$ cat src/rtl/if_stage_pkg.sv
// -----------------------------------------------------------------------------
// if_stage_pkg
// Shared types and constants for the instruction-fetch stage: reset/stall
// encodings, bus widths and the IF state encoding.
// -----------------------------------------------------------------------------
package if_stage_pkg;

  localparam logic RST_ENABLE = 1'b1;
  localparam logic STOP       = 1'b1;
  localparam logic NO_STOP    = 1'b0;

  typedef logic [5:0]  stall_bus_t;
  typedef logic [31:0] inst_addr_t;
  typedef logic [31:0] inst_t;
  typedef logic [7:0]  byte_t;

  localparam inst_t ZERO_WORD = 32'h0000_0000;

  // Beat index of the final byte of a 32-bit instruction.
  localparam logic [1:0] LAST_BEAT = 2'd3;

  typedef enum logic [1:0] {
    IF_FETCH = 2'b00,
    IF_DRAIN = 2'b01,
    IF_DONE  = 2'b10
  } if_state_e;

endpackage

$ cat src/rtl/if_stage_if.sv
// -----------------------------------------------------------------------------
// if_stage_if
// Byte-wide memory port shared between the fetch stage and the memory
// controller. One beat is outstanding at a time; mem_req/mem_addr stay stable
// until mem_valid returns the byte.
//   mem_req   : fetch beat request          (master -> slave)
//   mem_addr  : byte address of the beat    (master -> slave)
//   mem_valid : byte returned this cycle    (slave -> master)
//   mem_rdata : returned byte               (slave -> master)
// -----------------------------------------------------------------------------
interface if_stage_if;
  import if_stage_pkg::*;

  logic       mem_req;
  inst_addr_t mem_addr;
  logic       mem_valid;
  byte_t      mem_rdata;

  modport master (output mem_req, mem_addr, input mem_valid, mem_rdata);
  modport slave  (input mem_req, mem_addr, output mem_valid, mem_rdata);

endinterface

$ cat src/rtl/if_stage.sv
// -----------------------------------------------------------------------------
// if_stage
// Instruction-fetch stage of the 5-stage RV32I pipeline. Owns the PC, fetches
// each instruction as four little-endian byte beats over the shared memory
// port, and presents the assembled word to the IF/ID register.
//   clk, rst    : clock, synchronous active-high reset
//   stall       : ctrl stall vector, stall[0] holds the PC stage
//   br_flag     : redirect pulse from EX, br_target valid with it
//   mem         : byte-wide memory port (master side)
//   stallreq_if : asks ctrl to stall while a fetch is incomplete
//   if_pc       : PC of the instruction on if_inst
//   if_inst     : last completely assembled instruction
// -----------------------------------------------------------------------------
module if_stage
  import if_stage_pkg::*;
#(
  parameter inst_addr_t RESET_PC = 32'h0000_0000
) (
  input  logic         clk,
  input  logic         rst,
  input  stall_bus_t   stall,
  input  logic         br_flag,
  input  inst_addr_t   br_target,
  if_stage_if.master   mem,
  output logic         stallreq_if,
  output inst_addr_t   if_pc,
  output inst_t        if_inst
);

  if_state_e   state;
  inst_addr_t  pc;
  inst_addr_t  drain_pc;
  logic [1:0]  beat;
  // Bytes 0..2 of the instruction in flight; beat 3 comes straight from
  // mem_rdata when the word is assembled.
  logic [23:0] byte_buf;

  // Only the PC-stage hold bit matters here.
  logic unused_stall;
  assign unused_stall = ^stall[5:1];

  // In DRAIN pc/beat are deliberately left untouched so mem_addr keeps
  // pointing at the outstanding beat; the redirect target waits in drain_pc.
  assign mem.mem_addr = pc + {30'd0, beat};
  assign mem.mem_req  = (rst != RST_ENABLE) && (state != IF_DONE);
  assign stallreq_if  = (state != IF_DONE);

  // NOTE: reset is synchronous here, so it lives inside the clocked branch
  // rather than in the sensitivity list.
  always_ff @(posedge clk) begin
    if (rst == RST_ENABLE) begin
      state    <= IF_FETCH;
      pc       <= RESET_PC;
      drain_pc <= ZERO_WORD;
      beat     <= 2'd0;
      byte_buf <= 24'd0;
      if_pc    <= ZERO_WORD;
      if_inst  <= ZERO_WORD;
    end else begin
      // NOTE: non-blocking assignments throughout, so every branch sees the
      // pre-edge values of pc/beat/state.
      case (state)
        IF_FETCH: begin
          if (br_flag) begin
            if (mem.mem_valid) begin
              // Beat completes this edge: drop the byte, restart at target.
              pc   <= br_target;
              beat <= 2'd0;
            end else begin
              // Beat still outstanding: must wait for it before moving on.
              drain_pc <= br_target;
              state    <= IF_DRAIN;
            end
          end else if (mem.mem_valid) begin
            if (beat == LAST_BEAT) begin
              if_inst <= {mem.mem_rdata, byte_buf};
              if_pc   <= pc;
              state   <= IF_DONE;
            end else begin
              // Shifting in from the top leaves byte k at bits [8k+7:8k]
              // once beats 0..2 have arrived.
              byte_buf <= {mem.mem_rdata, byte_buf[23:8]};
              beat     <= beat + 2'd1;
            end
          end
        end

        IF_DONE: begin
          if (br_flag) begin
            pc    <= br_target;
            beat  <= 2'd0;
            state <= IF_FETCH;
          end else if (stall[0] == NO_STOP) begin
            pc    <= pc + 32'd4;
            beat  <= 2'd0;
            state <= IF_FETCH;
          end
        end

        IF_DRAIN: begin
          if (mem.mem_valid) begin
            // A redirect arriving on the drain-exit edge is the newer one.
            pc    <= br_flag ? br_target : drain_pc;
            beat  <= 2'd0;
            state <= IF_FETCH;
          end else if (br_flag) begin
            drain_pc <= br_target;
          end
        end

        default: state <= IF_FETCH;
      endcase
    end
  end

endmodule

$ cat src/flat_wrapper.sv
// flat-port wrapper written by rule: the top's interface ports become plain ports
module if_stage_flat import if_stage_pkg::*;
#(
  parameter inst_addr_t RESET_PC = 32'h0000_0000
)
  (clk, rst, stall, br_flag, br_target, stallreq_if, if_pc, if_inst, mem_mem_req, mem_mem_addr, mem_mem_valid, mem_mem_rdata);
  if_stage_if mem_i ();
  input  logic clk;
  input  logic rst;
  input  stall_bus_t stall;
  input  logic br_flag;
  input  inst_addr_t br_target;
  output logic stallreq_if;
  output inst_addr_t if_pc;
  output inst_t if_inst;
  output wire logic [$bits(mem_i.mem_req)-1:0] mem_mem_req;
  output wire logic [$bits(mem_i.mem_addr)-1:0] mem_mem_addr;
  input wire logic [$bits(mem_i.mem_valid)-1:0] mem_mem_valid;
  input wire logic [$bits(mem_i.mem_rdata)-1:0] mem_mem_rdata;
  assign mem_mem_req = mem_i.mem_req;
  assign mem_mem_addr = mem_i.mem_addr;
  assign mem_i.mem_valid = mem_mem_valid;
  assign mem_i.mem_rdata = mem_mem_rdata;
  if_stage #(.RESET_PC(RESET_PC)) u_core (.clk(clk), .rst(rst), .stall(stall), .br_flag(br_flag), .br_target(br_target), .mem(mem_i), .stallreq_if(stallreq_if), .if_pc(if_pc), .if_inst(if_inst));
endmodule
$ cat config.mk
export PLATFORM = sky130hd
export DESIGN_NAME = if_stage_flat
export DESIGN_NICKNAME = d
export VERILOG_FILES = /design/src/rtl/if_stage_pkg.sv /design/src/rtl/if_stage_if.sv /design/src/rtl/if_stage.sv /design/src/flat_wrapper.sv
export SDC_FILE = /design/constraint.sdc
export NUM_CORES = 1
export LEC_CHECK = 0
export CORE_AREA = 2 2 121 123
export CTS_CLUSTER_DIAMETER = 50
export DETAILED_ROUTE_END_ITERATION = 8
export DIE_AREA = 0 0 123 125
export PLACE_DENSITY = 0.8
export SLEW_MARGIN = 15
export SYNTH_ARGS = -nofsm -noshare
export SYNTH_HDL_FRONTEND = slang
export SYNTH_SLANG_ARGS = --single-unit
$ cat constraint.sdc
create_clock -name clk -period 6.9 [get_ports clk]
set_input_delay 1.725 -clock clk [delete_from_list [all_inputs] [get_ports clk]]
set_output_delay 1.725 -clock clk [all_outputs]
set_load 0.01 [all_outputs]
==> flow_metrics.env <==
export IMPL_avgSynthCellArea_sq_um=7.561
export IMPL_root_buffer="clkbuf_16"
export IMPL_cts_resized=0
export IMPL_rrSetupSlack_ns=3.88
export IMPL_fin_util=0.6773
export IMPL_maxSlewHeadroom=0.2363
export IMPL_vdd_drop_max_uv=143.2
export IMPL_h_tree_depth=4
export IMPL_tritoncts="built"
export IMPL_path_buf_inv=1
export IMPL_cp_startpoint="u_core.pc[11]"
export IMPL_grt_use_met3=0.06980
export IMPL_drive_gt1_frac=0.04964
export IMPL_finalWirelength_um=21490
export IMPL_clkSlewWorstSetupHoldPaths_ns=0.06
export IMPL_ant_nets=0
export IMPL_worstRegToRegCells=7
export IMPL_switchingPower_mw=0.7286
export IMPL_worstSetupEndpoint="mem_mem_addr[31]"
export IMPL_fin_area_sq_um=9620
export IMPL_placed_area_sq_um=9005
export IMPL_p_per_area_nw_per_um2=255.3
export IMPL_end_kind="primary output"
export IMPL_hold_viol=0
export IMPL_firstDrtPassIters=5
export IMPL_final_common_cell="nand2_1"
export IMPL_diodes=0
export IMPL_antenna_found_initial=0
export IMPL_ys_warn_count=0
export IMPL_slew_viol_final=0
export IMPL_synth_largest_area_cell="dfxtp_1"
export IMPL_synth_main_ff_cell="dfxtp_1"
export IMPL_port_buffers=142
export IMPL_routed_via_density=5.920
export IMPL_fmax_mhz=193.3
export IMPL_fin_crit_sh=0.7497
export IMPL_insertion_delay_ns=0.43
export IMPL_hpwl_um=14080
export IMPL_first_global_vias=6793
export IMPL_critPathMaxFanout=9
export IMPL_slowest_stage="or4_4"
export IMPL_worst_setup_path_start_kind="flip-flop"
export IMPL_cpPeakStageDelay_ns=0.62
export IMPL_row_count=44
export IMPL_wire_per_inst_um=16.64
export IMPL_p_leak_nw=3.249
export IMPL_use_met1=0.3839
export IMPL_clock_sinks=156
export IMPL_synth_seq_cells=156
export IMPL_core_sq_um=14200
export IMPL_crit_cells=6
export IMPL_required_ns=5.18
export IMPL_die_height_um=125
export IMPL_numCtsBuffers=17
export IMPL_combPwrFrac=0.187
export IMPL_synth_top_area_frac=0.4102
export IMPL_crit_chain="nand4_4 -> or4_4 -> nor3_1 -> nand3_1 -> xnor2_1 -> clkdlybuf4s50_1"
export IMPL_synth_edff_count=0
export IMPL_critPathKind="flip-flop to primary output"
export IMPL_setup_viol=0
export IMPL_rsz0062_at_grt="false"
export IMPL_internal_power_mw=1.728
export IMPL_maxCapViolations=0
export IMPL_post_cts_repair_setup_buffers=0
export IMPL_p_seq_frac=0.425
export IMPL_final_setup_tns_ns=0
export IMPL_overflow=0
export IMPL_worstMarginPinSlew_ns=1.146
export IMPL_vias=7648
export IMPL_drc=0
export IMPL_die_area_sq_um=15380
export IMPL_worstReg2RegStart="u_core.state[0]"
export IMPL_gr_usage_met2=0.4293
export IMPL_grt_pass1_wl_um=34410
export IMPL_ys_async_sr_fraction=0
export IMPL_gr_usage_all_layers=0.2798
export IMPL_p_sw_frac=0.2966
export IMPL_hold_path_class="flip-flop to flip-flop"
export IMPL_run_status="completed"
export IMPL_synth_cell_types=66
export IMPL_gp_congestion=0.8660
export IMPL_syn_nets=1066
export IMPL_arrival_ns=3.45
export IMPL_syn_inst=1007
export IMPL_dr_first_iter_drc_count=777
export IMPL_ys_top_cells_by_area="dfxtp_1 (41%), nand2_1 (14%), a21oi_1 (8.5%)"
export IMPL_syn_to_final_growth_pct=26.36
export IMPL_fin_crit_ns=5.173
export IMPL_clockPowerShare=0.388
export IMPL_final_cell_mix="nand2_1 (290), dfxtp_1 (156), clkdlybuf4s50_1 (141), a21oi_1 (130), nor2_1 (48)"
export IMPL_initial_core_util=0.5360
export IMPL_busiest_layer="met2"
export IMPL_hold_buffers=0
export IMPL_crit_family="simple AND/OR/NAND/NOR gates"
export IMPL_r2r_end="u_core.pc[26]"
export IMPL_ioPinCount=148
export IMPL_fin_worst_skew_ns=0.006875
export IMPL_clockBufferDepth=2
export IMPL_synth_area_sq_um=7614
export IMPL_grt_max_degree=91
export IMPL_dieWidth_um=123
export IMPL_seq_area_frac_synth=0.4102
export IMPL_nNetsFinal=1155
-- kinds of logic after synthesis --
logic type                 count (synthesis)  share of synthesized area
and+or+nand+nor                          462                     0.2687
adders and majority gates                  9                    0.01578
muxes                                      4                   0.005259
AOI/OAI and AO/OA                        240                     0.2002
DFF                                      156                     0.4102
xor gates and xnor gates                  41                    0.04716
buffers and inverters                     95                    0.05275
-- through the flow --
step	cells	hold WS (ns)	total power, mW	setup slack, ns
2_1_floorplan	1007	0.4321	1.334	2.745
3_3_place_gp	1260	0.4397	1.503	2.027
4_1_cts	1291	0.4492	2.453	1.780
5_1_grt	1292	0.4675	2.552	1.602
6_report	1292	0.4521	2.456	1.727
3_5_place_dp	1260	0.4420	1.509	1.957
-- per-layer routing --
| layer | wire length [um] | share of wire |
|---|---|---|
| met5 | 0 | 0 |
| met4 | 521 | 0.024 |
| met1 | 9206 | 0.43 |
| met3 | 1956 | 0.091 |
| met2 | 9810 | 0.46 |
-- how the worst min path moves through the flow --
stage                              startpoint                   to  depth (start not counted)
final                      u_core.byte_buf[3]    u_core.if_inst[3]                          2
after global routing      u_core.drain_pc[30]  u_core.drain_pc[30]                          2
after CTS                  u_core.byte_buf[3]    u_core.if_inst[3]                          2
after detailed placement   u_core.byte_buf[5]    u_core.if_inst[5]                          2
after global placement     u_core.byte_buf[6]    u_core.if_inst[6]                          2
after floorplan            u_core.byte_buf[0]    u_core.if_inst[0]                          2
-- registers in the layout, summed over array words and instances (netlist names) --
register         count
u_core.pc           32
u_core.if_pc        32
u_core.if_inst      32
u_core.state         2
u_core.beat          2
u_core.byte_buf     24
u_core.drain_pc     32
-- Yosys cell counts, drive strengths merged (7+ instances only) --
master  instances
nand2         290
dfxtp         156
a21oi         130
clkbuf         62
nor2           49
xnor2          30
nor3           29
nand3          27
buf            24
a22o           17
nand4          15
o21ai          14
a221oi         11
xor2           11
and3           10
a31oi           9
inv             9
ha              8
a211oi          7
nor4            7
-- power groups by stage --
stage | Clock, mW | Sequential (mW) | Combinational [mW]
finish | 0.953 | 1.04 | 0.460
floorplan | 0 | 0.999 | 0.335
detailed placement | 0 | 1.06 | 0.451
CTS | 0.958 | 1.04 | 0.456
global placement | 0 | 1.06 | 0.446
global route | 1.00 | 1.05 | 0.500
-- layout make-up --
class | count | area, sq um
clock buffers | 18 | 429.2
flip-flops and latches | 156 | 3123
multi-input cells | 756 | 4101
repair buffers | 156 | 1536
well taps | 184 | 230.2
clock inverters | 13 | 166.4
fillers | 1171 | 4583
inverters | 9 | 33.78
-- worst register-to-register path: stages (launching register included) --
cell and delay, ns:
dfxtp_1 0.34, inv_1 0.10, ha_1 0.46, nor3b_1 0.83
nand4b_1 0.46, nor2_1 0.23, or4b_1 0.47, nand3_1 0.08
(Power assumes the default switching activity.)
